<file path="src/rtl/cpu_pkg.sv">
// Shared definitions for the CPU front end: PC control codes, instruction field layout,
// opcode/ALU constants used by the controller, and the fetch FSM state type.
package cpu_pkg;

  localparam logic [1:0] PC_HOLD = 2'b00;
  localparam logic [1:0] PC_INC  = 2'b01;
  localparam logic [1:0] PC_LOAD = 2'b10;
  localparam logic [1:0] PC_CLR  = 2'b11;

  localparam int unsigned OPCODE_LSB = 12;
  localparam int unsigned OPCODE_W   = 4;
  localparam int unsigned RD_LSB     = 10;
  localparam int unsigned RD_W       = 2;
  localparam int unsigned RS_LSB     = 8;
  localparam int unsigned RS_W       = 2;
  localparam int unsigned OFFSET_LSB = 0;
  localparam int unsigned OFFSET_W   = 8;

  localparam logic [3:0] OP_NOP  = 4'h0;
  localparam logic [3:0] OP_LDI  = 4'h1;
  localparam logic [3:0] OP_ALU  = 4'h2;
  localparam logic [3:0] OP_LD   = 4'h3;
  localparam logic [3:0] OP_ST   = 4'h4;
  localparam logic [3:0] OP_BEQ  = 4'h5;
  localparam logic [3:0] OP_BNE  = 4'h6;
  localparam logic [3:0] OP_JMP  = 4'h7;
  localparam logic [3:0] OP_HALT = 4'hF;

  // ALU function select, carried in the low bits of the offset field for OP_ALU.
  localparam logic [2:0] ALU_ADD = 3'd0;
  localparam logic [2:0] ALU_SUB = 3'd1;
  localparam logic [2:0] ALU_AND = 3'd2;
  localparam logic [2:0] ALU_OR  = 3'd3;
  localparam logic [2:0] ALU_XOR = 3'd4;
  localparam logic [2:0] ALU_SHL = 3'd5;
  localparam logic [2:0] ALU_SHR = 3'd6;
  localparam logic [2:0] ALU_MOV = 3'd7;

  typedef enum logic [1:0] {
    StIdle    = 2'd0,
    StWaitAck = 2'd1,
    StLoaded  = 2'd2
  } fetch_state_e;

endpackage

</file>
<file path="src/rtl/pc_reg.sv">
// Program counter: applies the controller's pc_ctrl code on each en_pc_pulse.
module pc_reg
  import cpu_pkg::*;
#(
  parameter int unsigned ADDR_W = 8
) (
  input  logic              clk,
  input  logic              rst,
  input  logic              en_pc_pulse,
  input  logic [1:0]        pc_ctrl,
  input  logic [ADDR_W-1:0] load_val,
  output logic [ADDR_W-1:0] pc
);

  logic [ADDR_W-1:0] pc_d;

  // Increment wraps naturally at 2^ADDR_W.
  always_comb begin
    pc_d = pc;
    if (en_pc_pulse) begin
      unique case (pc_ctrl)
        PC_HOLD: pc_d = pc;
        PC_INC:  pc_d = pc + ADDR_W'(1);
        PC_LOAD: pc_d = load_val;
        PC_CLR:  pc_d = '0;
        default: pc_d = pc;
      endcase
    end
  end

  always_ff @(posedge clk or posedge rst) begin
    if (rst) begin
      pc <= '0;
    end else begin
      pc <= pc_d;
    end
  end

endmodule

</file>
<file path="src/rtl/instr_fetch_unit.sv">
// Fetch stage: owns PC and IR, fetches words over a req/ack handshake and presents
// the decoded instruction fields to the controller.
module instr_fetch_unit
  import cpu_pkg::*;
#(
  parameter int unsigned ADDR_W  = 8,
  parameter int unsigned INSTR_W = 16
) (
  input  logic               clk,
  input  logic               rst,
  input  logic               en_fetch_pulse,
  input  logic               en_pc_pulse,
  input  logic [1:0]         pc_ctrl,
  output logic               mem_req,
  output logic [ADDR_W-1:0]  mem_addr,
  input  logic               mem_ack,
  input  logic [INSTR_W-1:0] mem_rdata,
  output logic               ir_valid,
  output logic [3:0]         opcode,
  output logic [1:0]         rd,
  output logic [1:0]         rs,
  output logic [7:0]         offset,
  output logic [ADDR_W-1:0]  pc_out,
  output logic               fetch_err
);

  fetch_state_e       state_q, state_d;
  logic [INSTR_W-1:0] ir_q, ir_d;
  logic [ADDR_W-1:0]  addr_q, addr_d;
  logic               err_q, err_d;
  logic [ADDR_W-1:0]  pc;
  logic [ADDR_W-1:0]  jump_target;
  logic               busy;

  assign busy        = (state_q == StWaitAck);
  assign jump_target = ADDR_W'(ir_q[OFFSET_LSB +: OFFSET_W]);

  pc_reg #(
    .ADDR_W(ADDR_W)
  ) u_pc_reg (
    .clk         (clk),
    .rst         (rst),
    .en_pc_pulse (en_pc_pulse),
    .pc_ctrl     (pc_ctrl),
    .load_val    (jump_target),
    .pc          (pc)
  );

  always_ff @(posedge clk or posedge rst) begin
    if (rst) begin
      state_q <= StIdle;
    end else begin
      state_q <= state_d;
    end
  end

  // LOADED behaves like IDLE for a new fetch so back-to-back fetches lose no cycle.
  always_comb begin
    state_d = state_q;
    unique case (state_q)
      StIdle, StLoaded: state_d = en_fetch_pulse ? StWaitAck : StIdle;
      StWaitAck:        state_d = mem_ack ? StLoaded : StWaitAck;
      default:          state_d = StIdle;
    endcase
  end

  always_comb begin
    mem_req  = (state_q == StWaitAck);
    ir_valid = (state_q == StLoaded);
  end

  // Address captures the PC before any same-cycle PC update.
  always_comb begin
    ir_d   = ir_q;
    addr_d = addr_q;
    err_d  = err_q;
    if (busy) begin
      if (mem_ack) ir_d = mem_rdata;
      if (en_fetch_pulse) err_d = 1'b1;
    end else if (en_fetch_pulse) begin
      addr_d = pc;
    end
  end

  always_ff @(posedge clk or posedge rst) begin
    if (rst) begin
      ir_q   <= '0;
      addr_q <= '0;
      err_q  <= 1'b0;
    end else begin
      ir_q   <= ir_d;
      addr_q <= addr_d;
      err_q  <= err_d;
    end
  end

  assign mem_addr  = addr_q;
  assign pc_out    = pc;
  assign fetch_err = err_q;
  assign opcode    = ir_q[OPCODE_LSB +: OPCODE_W];
  assign rd        = ir_q[RD_LSB +: RD_W];
  assign rs        = ir_q[RS_LSB +: RS_W];
  assign offset    = ir_q[OFFSET_LSB +: OFFSET_W];

endmodule

</file>
<file path="config.mk">
export PLATFORM = sky130hd
export DESIGN_NAME = instr_fetch_unit
export DESIGN_NICKNAME = d
export VERILOG_FILES = /design/src/rtl/cpu_pkg.sv /design/src/rtl/pc_reg.sv /design/src/rtl/instr_fetch_unit.sv
export SDC_FILE = /design/constraint.sdc
export NUM_CORES = 1
export LEC_CHECK = 0
export CAP_MARGIN = 10
export CORE_AREA = 2 2 61 63
export CTS_CLUSTER_DIAMETER = 100
export DETAILED_ROUTE_END_ITERATION = 8
export DIE_AREA = 0 0 63 65
export GPL_TIMING_DRIVEN = 0
export PLACE_DENSITY = 0.83
export SKIP_LAST_GASP = 1
export SLEW_MARGIN = 20
export SYNTH_ARGS = -nofsm -noshare
export SYNTH_HDL_FRONTEND = slang
export SYNTH_SLANG_ARGS = --single-unit
export TNS_END_PERCENT = 1
</file>
<file path="constraint.sdc">
create_clock -name clk -period 2.7 [get_ports clk]
set_clock_uncertainty 0.1 [all_clocks]
set_input_delay 0.54 -clock clk [delete_from_list [all_inputs] [get_ports clk]]
set_output_delay 0.54 -clock clk [all_outputs]
set_load 0.03 [all_outputs]
</file>
==> flow_summary.html, run 1 <==
<table>
<tr><th>Metric</th><th>Value</th></tr>
<tr><th colspan="2">Logic synthesis</th></tr>
<tr><td>Syn Nets</td><td>between 150 and 200</td></tr>
<tr><td>Number of synthesized register bits</td><td>35</td></tr>
<tr><td>Cell variety after synth</td><td>32</td></tr>
<tr><td>Synthesized area per cell</td><td>12.44 um^2</td></tr>
<tr><td>Most instantiated flip-flop cell in the synthesis netlist</td><td>dfrtp_1</td></tr>
<tr><td>Most common cell in the netlist</td><td>dfrtp_1</td></tr>
<tr><td>Top-area cell type share of the netlist area</td><td>~55%</td></tr>
<tr><td>Proportion of synthesized chip area in sequential cells</td><td>55.42%</td></tr>
<tr><td>Synthesized-area fraction occupied by and/or/nand/nor cells</td><td>10.93%</td></tr>
<tr><td>Multiplexer share of the synthesized area</td><td>15.68%</td></tr>
<tr><td>Synth warn</td><td>0</td></tr>
<tr><td>Xor-xnor portion of the synthesized cell area</td><td>0%</td></tr>
<tr><td>Synthesized-area fraction occupied by ao, oa, aoi and oai cells</td><td>12.75%</td></tr>
<tr><td>Synthesized netlist cell count</td><td>127</td></tr>
<tr><td>Leading cell types by total area after synthesis</td><td>dfrtp_1 55%, mux2_2 16%, a22o_1 2.2%</td></tr>
<tr><td>Post-synthesis instance area</td><td>between 1500 and 2000 um^2</td></tr>
<tr><td>Number of enable flip-flop cells after synthesis</td><td>0</td></tr>
<tr><td>List of most frequent post-synthesis cells</td><td>35 x dfrtp_1, 22 x mux2_2, 7 x o21ai_0</td></tr>
<tr><td>Dominant combinational cell family by area after synthesis</td><td>multiplexers</td></tr>
<tr><td>Proportion of synthesized flip-flops having asynchronous set or reset</td><td>100.0%</td></tr>
<tr><td>Adder-cell area share of the yosys netlist</td><td>0.7918%</td></tr>
<tr><td>Cell accounting for the most synthesized area</td><td>dfrtp_1</td></tr>
<tr><th colspan="2">GRT</th></tr>
<tr><td>Number of global-route vias before repair</td><td>1,285</td></tr>
<tr><td>Pin count of the biggest net entering global routing</td><td>36</td></tr>
<tr><td>GR Layer Usage met3</td><td>3.993%</td></tr>
<tr><td>Met2 layer usage reported by global route</td><td>32.58%</td></tr>
<tr><td>Wire length of the first global-routing pass</td><td>between 5000 and 6000 um</td></tr>
<tr><td>Total global routing overflow</td><td>0</td></tr>
<tr><td>Antenna violations before repair</td><td>0</td></tr>
<tr><td>Met1 Track Usage GR</td><td>19.98%</td></tr>
<tr><td>Most crowded layer after global routing</td><td>met2</td></tr>
<tr><td>Total GRT Usage</td><td>about 18%</td></tr>
<tr><th colspan="2">Critical path</th></tr>
<tr><td>Type of origin of the critical path</td><td>register</td></tr>
<tr><td>CP endpoint kind</td><td>output port</td></tr>
<tr><td>Worst reg2reg path startpoint</td><td>u_pc_reg.pc[1]</td></tr>
<tr><td>Crit path buf inv count</td><td>2</td></tr>
<tr><td>Crit Path Class</td><td>reg2out</td></tr>
<tr><td>Arrival time reported for the critical path endpoint</td><td>about 1.7 ns</td></tr>
<tr><td>Worst R2R End</td><td>u_pc_reg.pc[6]</td></tr>
<tr><td>Worst reg2reg setup slack</td><td>between 1 and 1.5 ns</td></tr>
<tr><td>Critical-path maximum fanout</td><td>5</td></tr>
<tr><td>Worst path top cell family by delay</td><td>buffers and inverters</td></tr>
<tr><td>Count of cells along the worst register-to-register path</td><td>4</td></tr>
<tr><td>Cells along the critical path</td><td>nand2b_1 -&gt; inv_2 -&gt; clkdlybuf4s50_1</td></tr>
<tr><td>Critical path data required time</td><td>2.06 ns</td></tr>
<tr><td>Cell with the largest stage delay on the worst path</td><td>clkdlybuf4s50_1</td></tr>
<tr><td>CP peak stage delay</td><td>0.69 ns</td></tr>
<tr><th colspan="2">Cells and area</th></tr>
<tr><td>Total inserted antenna cells</td><td>0</td></tr>
<tr><td>Proportion of layout cells with a drive suffix above 1</td><td>19.47%</td></tr>
<tr><td>Count of nets after finishing</td><td>roughly 210</td></tr>
<tr><td>Flip-flop count of the largest register, all copies and words added</td><td>16</td></tr>
<tr><td>Signed area change from the synthesized netlist to the final layout</td><td>43.78%</td></tr>
<tr><td>Count of fill cells added during filler insertion</td><td>between 200 and 300</td></tr>
<tr><th colspan="2">Pwr</th></tr>
<tr><td>Share of power burned in the clock network</td><td>15.7%</td></tr>
<tr><td>Int Pwr</td><td>roughly 1.4 mW</td></tr>
<tr><td>Total leakage power</td><td>0.9641 nW</td></tr>
<tr><td>Total power per unit cell area</td><td>982.1 nW/um^2</td></tr>
<tr><td>Net load switching power</td><td>about 0.86 mW</td></tr>
<tr><td>Share of total power in combinational logic</td><td>47.3%</td></tr>
<tr><td>Worst ir drop on vdd</td><td>roughly 520 uV</td></tr>
<tr><td>Relative contribution of sequential cells to total power</td><td>around 37%</td></tr>
<tr><td>Sw frac</td><td>38.34%</td></tr>
<tr><td>Design Power</td><td>approximately 2.2 mW</td></tr>
<tr><th colspan="2">Timing</th></tr>
<tr><td>Final Critical Period</td><td>2.340 ns</td></tr>
<tr><td>Highest clock frequency the design can meet</td><td>427.3 MHz</td></tr>
<tr><td>Unrepaired setup endpoints after global routing</td><td>no</td></tr>
<tr><td>Slew of the pin with the lowest slew margin</td><td>just under 0.7 ns</td></tr>
<tr><td>Sum of negative setup slack</td><td>0 ns</td></tr>
<tr><td>Slew HR</td><td>54.66%</td></tr>
<tr><td>Final Cycle Share</td><td>86.67%</td></tr>
<tr><td>Final-report max-slew violation count</td><td>0</td></tr>
<tr><td>Final Hold Viols</td><td>0</td></tr>
<tr><td>Setup violations, final</td><td>0</td></tr>
<tr><th colspan="2">CTS</th></tr>
<tr><td>Number of post-CTS setup repair buffers</td><td>0</td></tr>
<tr><td>Clock tree from TritonCTS</td><td>yes</td></tr>
<tr><td>Number of buffers created by CTS</td><td>5</td></tr>
<tr><td>H-tree depth</td><td>2</td></tr>
<tr><td>Number of sinks handled by clock tree synthesis</td><td>35</td></tr>
<tr><td>Cts-stage hold buffer count</td><td>0</td></tr>
<tr><td>Post-CTS sizing</td><td>0</td></tr>
<tr><td>Clock latency of the later-clocked register in the worst-skew pair</td><td>roughly 0.33 ns</td></tr>
<tr><td>Longest Clk Path Bufs</td><td>2</td></tr>
<tr><td>Reg clk slew, reported paths</td><td>0.11 ns</td></tr>
<tr><td>Clk Tree Root Cell</td><td>clkbuf_4</td></tr>
<tr><th colspan="2">Route</th></tr>
<tr><td>Drt pass-1 iters</td><td>4</td></tr>
<tr><td>Average routed wire per standard cell</td><td>14.63 um</td></tr>
<tr><td>Detailed Route Iter0 Violations</td><td>34</td></tr>
<tr><td>DRC</td><td>0</td></tr>
<tr><td>Wire length reported by the detailed router</td><td>3483 um</td></tr>
<tr><td>Count of vias placed by the detailed router</td><td>1,263</td></tr>
<tr><td>Via-to-Cell Ratio</td><td>between 5 and 6</td></tr>
<tr><td>Remaining number of nets flagged by the antenna check after routing</td><td>0</td></tr>
<tr><th colspan="2">Placement</th></tr>
<tr><td>Routability Congestion</td><td>0.9002</td></tr>
<tr><td>Estimated wirelength of the detail-placed design</td><td>2671 um</td></tr>
<tr><td>Port-buffer cells</td><td>56</td></tr>
<tr><th colspan="2">Floorplan</th></tr>
<tr><td>Chip height</td><td>65 um</td></tr>
<tr><td>Top Ports</td><td>58</td></tr>
<tr><td>Die Outline Area</td><td>4095 um^2</td></tr>
<tr><td>Width of the die</td><td>around 63 um</td></tr>
<tr><td>Area of the placeable core</td><td>about 3500 um^2</td></tr>
<tr><td>Effective utilization at floorplan</td><td>between 40% and 50%</td></tr>
<tr><td>Standard-cell rows</td><td>22</td></tr>
<tr><th colspan="2">Min path</th></tr>
<tr><td>Class of the tightest hold or removal check</td><td>reg2reg</td></tr>
<tr><td>Number of cells on the worst hold path</td><td>1</td></tr>
<tr><td>Worst hold start</td><td>fetch_err</td></tr>
<tr><td>Hold EP</td><td>fetch_err</td></tr>
<tr><th colspan="2">Status</th></tr>
<tr><td>Outcome</td><td>completed</td></tr>
<tr><th colspan="2">Flow run</th></tr>
<tr><td>Maxcap violations</td><td>0</td></tr>
</table>
-- power groups by stage --
stage	Sequential (mW)	Combinational (mW)	Clock [mW]
2_1_floorplan	1.15	0.284	0
3_3_place_gp	0.826	1.04	0
3_5_place_dp	0.835	1.06	0
4_1_cts	0.825	1.06	0.359
5_1_grt	0.854	1.11	0.383
6_report	0.825	1.06	0.351
-- final cells by class --
cell class,count,area (um^2),share of cell area (%)
plain buffers,5,43.79,1.927
clock buffers,6,41.29,1.817
clock inverters,1,30.03,1.322
inverters,7,26.28,1.156
multi-input cells,80,634.4,27.92
flip-flops and latches,35,875.8,38.55
well taps,48,60.06,2.643
repair buffers,56,560.5,24.67
-- cells in the final DEF, fill, tap and decap left out, drive strengths merged --
cell and count:
buf 5, nor4b 1, dfrtp 35, clkbuf 6, o211a 1, bufinv 1, ha 1, nand2b 3
nand3b 2, nor2 4, o21ai 8, o31a 1, mux2 22, clkdlybuf4s50 56, a21o 3, o21bai 1
o22ai 2, a32oi 1, a21oi 2, a22o 4, nand4 1, or4 2, o2111ai 1, nand3 5
nor2b 5, and4 1, nand2 3, or4b 1, a31oi 4, o22a 1, inv 7
-- per-layer routing --
metal,vias to the layer above,share of wire [%]
li1,591,-
met1,627,40
met2,41,55
met3,4,4.0
met4,0,1.6
met5,-,0
-- stage by stage --
| step | cell area [um^2] | util (%) | std cells | worst slack, ns | hold WS [ns] |
|---|---|---|---|---|---|
| 2_1_floorplan | 1580 | - | 127 | 1.077 | 0.3656 |
| 3_3_place_gp | 2201 | 62.96 | 231 | 0.5814 | 0.3410 |
| 3_5_place_dp | 2201 | 62.96 | 231 | 0.5643 | 0.3537 |
| 4_1_cts | 2272 | 65.00 | 238 | 0.3369 | 0.3772 |
| 5_1_grt | 2272 | 65.00 | 238 | 0.2419 | 0.3948 |
| 6_report | 2272 | 65.00 | 238 | 0.3599 | 0.3695 |
-- worst reg2reg max path, delay by kind of cell (launching register included) --
kind                     cells  cell delay (ns)
AO/OA/AOI/OAI                1             0.13
AND/OR/NAND/NOR              2             0.60
flip-flops                   1             0.48
adder cells (fa/ha/maj)      1             0.28
-- worst max-delay path by stage --
stage,to,startpoint,cells after the start
after floorplan,u_pc_reg.pc[6],u_pc_reg.pc[1],4
after global placement,ir_q[5],rst,2
after detailed placement,u_pc_reg.pc[6],pc_ctrl[0],4
after CTS,mem_req,state_q[1],3
after global routing,mem_req,state_q[1],3
final,mem_req,state_q[1],3
-- cells by family after synthesis --
kind of cell / Yosys count
simple gates: 28
flops: 35
fa+ha+maj: 1
compound gates: 29
buf+inv: 12
mux: 22
(Power assumes the default switching activity.)
==> run 2: changes to the inputs <==
MAX_ROUTING_LAYER = met4   (was default)
==> run 2 against run 1 <==
Die area stayed put. Sequential power about the same. Largest power group unchanged. Via count did not move. Highest routed layer unchanged. Design area stayed put. Critical endpoint unchanged. Power about the same. Critical path type unchanged.
==> flow_summary.html, run 2 (synthesis results as in run 1) <==
<table>
<tr><th>Metric</th><th>Value</th></tr>
<tr><th colspan="2">Cells and area</th></tr>
<tr><td>Signed area change from the synthesized netlist to the final layout</td><td>43.78% (unchanged)</td></tr>
<tr><td>Final std cell area, no fill</td><td>2272 um^2 (unchanged)</td></tr>
<tr><td>Total area of multi-input combinational cells</td><td>634.4 um^2 (unchanged)</td></tr>
<tr><td>Count of nets after finishing</td><td>214 (unchanged)</td></tr>
<tr><td>Proportion of layout cells with a drive suffix above 1</td><td>19.47% (unchanged)</td></tr>
<tr><td>Flip-flop count of the largest register, all copies and words added</td><td>16 (unchanged)</td></tr>
<tr><td>Count of fill cells added during filler insertion</td><td>290 (unchanged)</td></tr>
<tr><td>Commonest cells after routing, fill and taps aside</td><td>56 x clkdlybuf4s50_1, 35 x dfrtp_1, 22 x mux2_2</td></tr>
<tr><td>Total inserted antenna cells</td><td>0 (unchanged)</td></tr>
<tr><td>Register Area</td><td>875.8 um^2 (unchanged)</td></tr>
<tr><td>Most common cell after layout, fill and taps aside</td><td>clkdlybuf4s50_1</td></tr>
<tr><th colspan="2">GRT</th></tr>
<tr><td>Number of global-route vias before repair</td><td>1,286 (+0.078%)</td></tr>
<tr><td>Antenna violations before repair</td><td>0 (unchanged)</td></tr>
<tr><td>Wire length of the first global-routing pass</td><td>5747 um (-0.12%)</td></tr>
<tr><td>Most crowded layer after global routing</td><td>met2</td></tr>
<tr><td>Total GRT Usage</td><td>18.72% (+0.51 points)</td></tr>
<tr><td>Met1 Track Usage GR</td><td>19.98% (unchanged)</td></tr>
<tr><td>Total global routing overflow</td><td>0 (unchanged)</td></tr>
<tr><td>GR Layer Usage met3</td><td>3.993% (unchanged)</td></tr>
<tr><td>Met2 layer usage reported by global route</td><td>32.58% (unchanged)</td></tr>
<tr><td>Pin count of the biggest net entering global routing</td><td>36 (unchanged)</td></tr>
<tr><th colspan="2">CTS</th></tr>
<tr><td>Clock tree from TritonCTS</td><td>yes</td></tr>
<tr><td>Longest Clk Path Bufs</td><td>2 (unchanged)</td></tr>
<tr><td>Number of sinks handled by clock tree synthesis</td><td>35 (unchanged)</td></tr>
<tr><td>Number of buffers created by CTS</td><td>5 (unchanged)</td></tr>
<tr><td>H-tree depth</td><td>2 (unchanged)</td></tr>
<tr><td>Clk Tree Root Cell</td><td>clkbuf_4</td></tr>
<tr><td>Clock latency of the later-clocked register in the worst-skew pair</td><td>0.33 ns (about the same)</td></tr>
<tr><td>Number of post-CTS setup repair buffers</td><td>0 (unchanged)</td></tr>
<tr><td>Cts-stage hold buffer count</td><td>0 (unchanged)</td></tr>
<tr><td>Reg clk slew, reported paths</td><td>0.11 ns (about the same)</td></tr>
<tr><td>Post-CTS sizing</td><td>0 (unchanged)</td></tr>
<tr><th colspan="2">Placement</th></tr>
<tr><td>Estimated wirelength of the detail-placed design</td><td>2671 um (unchanged)</td></tr>
<tr><td>Port-buffer cells</td><td>56 (unchanged)</td></tr>
<tr><td>Placement-stage worst setup slack</td><td>0.5643 ns (unchanged)</td></tr>
<tr><td>Placement-stage cell area</td><td>2201 um^2 (unchanged)</td></tr>
<tr><td>Routability Congestion</td><td>0.9155 (+1.7%)</td></tr>
<tr><th colspan="2">Status</th></tr>
<tr><td>Outcome</td><td>completed</td></tr>
<tr><th colspan="2">Route</th></tr>
<tr><td>DRC</td><td>0 (unchanged)</td></tr>
<tr><td>Via-to-Cell Ratio</td><td>5.307 (unchanged)</td></tr>
<tr><td>Count of vias placed by the detailed router</td><td>1,263 (unchanged)</td></tr>
<tr><td>Remaining number of nets flagged by the antenna check after routing</td><td>0 (unchanged)</td></tr>
<tr><td>Wire length reported by the detailed router</td><td>3483 um (unchanged)</td></tr>
<tr><td>Drt pass-1 iters</td><td>4 (unchanged)</td></tr>
<tr><td>Detailed Route Iter0 Violations</td><td>33 (-2.9%)</td></tr>
<tr><td>Average routed wire per standard cell</td><td>14.63 um (unchanged)</td></tr>
<tr><th colspan="2">Min path</th></tr>
<tr><td>Worst hold start</td><td>fetch_err</td></tr>
<tr><td>Class of the tightest hold or removal check</td><td>reg2reg</td></tr>
<tr><th colspan="2">Pwr</th></tr>
<tr><td>Total leakage power</td><td>0.9641 nW (unchanged)</td></tr>
<tr><td>Total power per unit cell area</td><td>982.1 nW/um^2 (about the same)</td></tr>
<tr><td>Design Power</td><td>2.232 mW (about the same)</td></tr>
<tr><td>Worst ir drop on vdd</td><td>521.4 uV (unchanged)</td></tr>
<tr><th colspan="2">Floorplan</th></tr>
<tr><td>Area of the placeable core</td><td>3496 um^2 (unchanged)</td></tr>
<tr><td>Standard-cell rows</td><td>22 (unchanged)</td></tr>
<tr><td>Chip height</td><td>65 um (unchanged)</td></tr>
<tr><td>Die Outline Area</td><td>4095 um^2 (unchanged)</td></tr>
<tr><td>Effective utilization at floorplan</td><td>45.20% (unchanged)</td></tr>
<tr><td>Top Ports</td><td>58 (unchanged)</td></tr>
<tr><td>Width of the die</td><td>63 um (unchanged)</td></tr>
<tr><th colspan="2">Critical path</th></tr>
<tr><td>Critical path data required time</td><td>2.06 ns (about the same)</td></tr>
<tr><td>Critical-path maximum fanout</td><td>5 (unchanged)</td></tr>
<tr><td>CP endpoint kind</td><td>output port</td></tr>
<tr><td>Type of origin of the critical path</td><td>register</td></tr>
<tr><td>Crit Path Class</td><td>reg2out</td></tr>
<tr><td>Worst reg2reg path startpoint</td><td>u_pc_reg.pc[1]</td></tr>
<tr><td>Crit path from</td><td>state_q[1]</td></tr>
<tr><td>Arrival time reported for the critical path endpoint</td><td>1.70 ns (about the same)</td></tr>
<tr><th colspan="2">Timing</th></tr>
<tr><td>Setup violations, final</td><td>0 (unchanged)</td></tr>
<tr><td>Unrepaired setup endpoints after global routing</td><td>no</td></tr>
<tr><td>Worst Hold Slack</td><td>0.3695 ns (unchanged)</td></tr>
<tr><td>Final Cycle Share</td><td>86.67% (unchanged)</td></tr>
<tr><td>Slack of the critical path</td><td>0.3599 ns (unchanged)</td></tr>
<tr><td>Final-report max-slew violation count</td><td>0 (unchanged)</td></tr>
<tr><td>Slew HR</td><td>54.66% (about the same)</td></tr>
<tr><td>Final Hold Viols</td><td>0 (unchanged)</td></tr>
<tr><td>Final Critical Period</td><td>2.340 ns (unchanged)</td></tr>
<tr><td>Sum of negative setup slack</td><td>0 ns (unchanged)</td></tr>
<tr><td>Highest clock frequency the design can meet</td><td>427.3 MHz (unchanged)</td></tr>
<tr><td>Slew of the pin with the lowest slew margin</td><td>0.6791 ns (-0.00002915 ns)</td></tr>
<tr><th colspan="2">Flow run</th></tr>
<tr><td>Maxcap violations</td><td>0 (unchanged)</td></tr>
</table>
run 2: cell counts in the layout (fill, tap and decap cells not counted):
Identical to the previous run, type by type.
run 2: where the power goes:
group / switching [mW] / internal, mW / leakage [nW]
Clock: 0.160 / 0.191 / 0.0383
Combinational: 0.564 / 0.491 / 0.512
Sequential: 0.131 / 0.694 / 0.414
run 2: final timing paths:
path                                        to  slack, ns  depth (start not counted)
worst max-delay path                   mem_req       0.36                          3
worst min register to register       fetch_err       0.37                          1
worst min-delay path                 fetch_err       0.37                          1
min in group asynchronous            fetch_err       0.52                          2
max in group asynchronous              ir_q[5]       1.52                          2
worst max register to register  u_pc_reg.pc[6]       1.02                          4
run 2: area by class of cell:
class	count	area share (%)
sequential	35	38.55
multi-input combinational	80	27.92
timing repair buffer	56	24.67
tap	48	2.643
buffer	5	1.927
clock buffer	6	1.817
clock inverter	1	1.322
inverter	7	1.156
run 2: through the flow:
stage	util [%]	instances
CTS	65.00	238
global placement	62.96	231
floorplan	-	127
finish	65.00	238
global route	65.00	238
detailed placement	62.96	231
run 2: layer usage:
metal | vias up | routed length [um]
li1 | 591 | -
met1 | 627 | 1390
met2 | 41 | 1899
met3 | 4 | 138
met4 | 0 | 55
met5 | - | 0
run 2: critical path, cell delays in order (launching register included):
cell and delay (ns):
dfrtp_1 0.38, nand2b_1 0.18, inv_2 0.12, clkdlybuf4s50_1 0.69
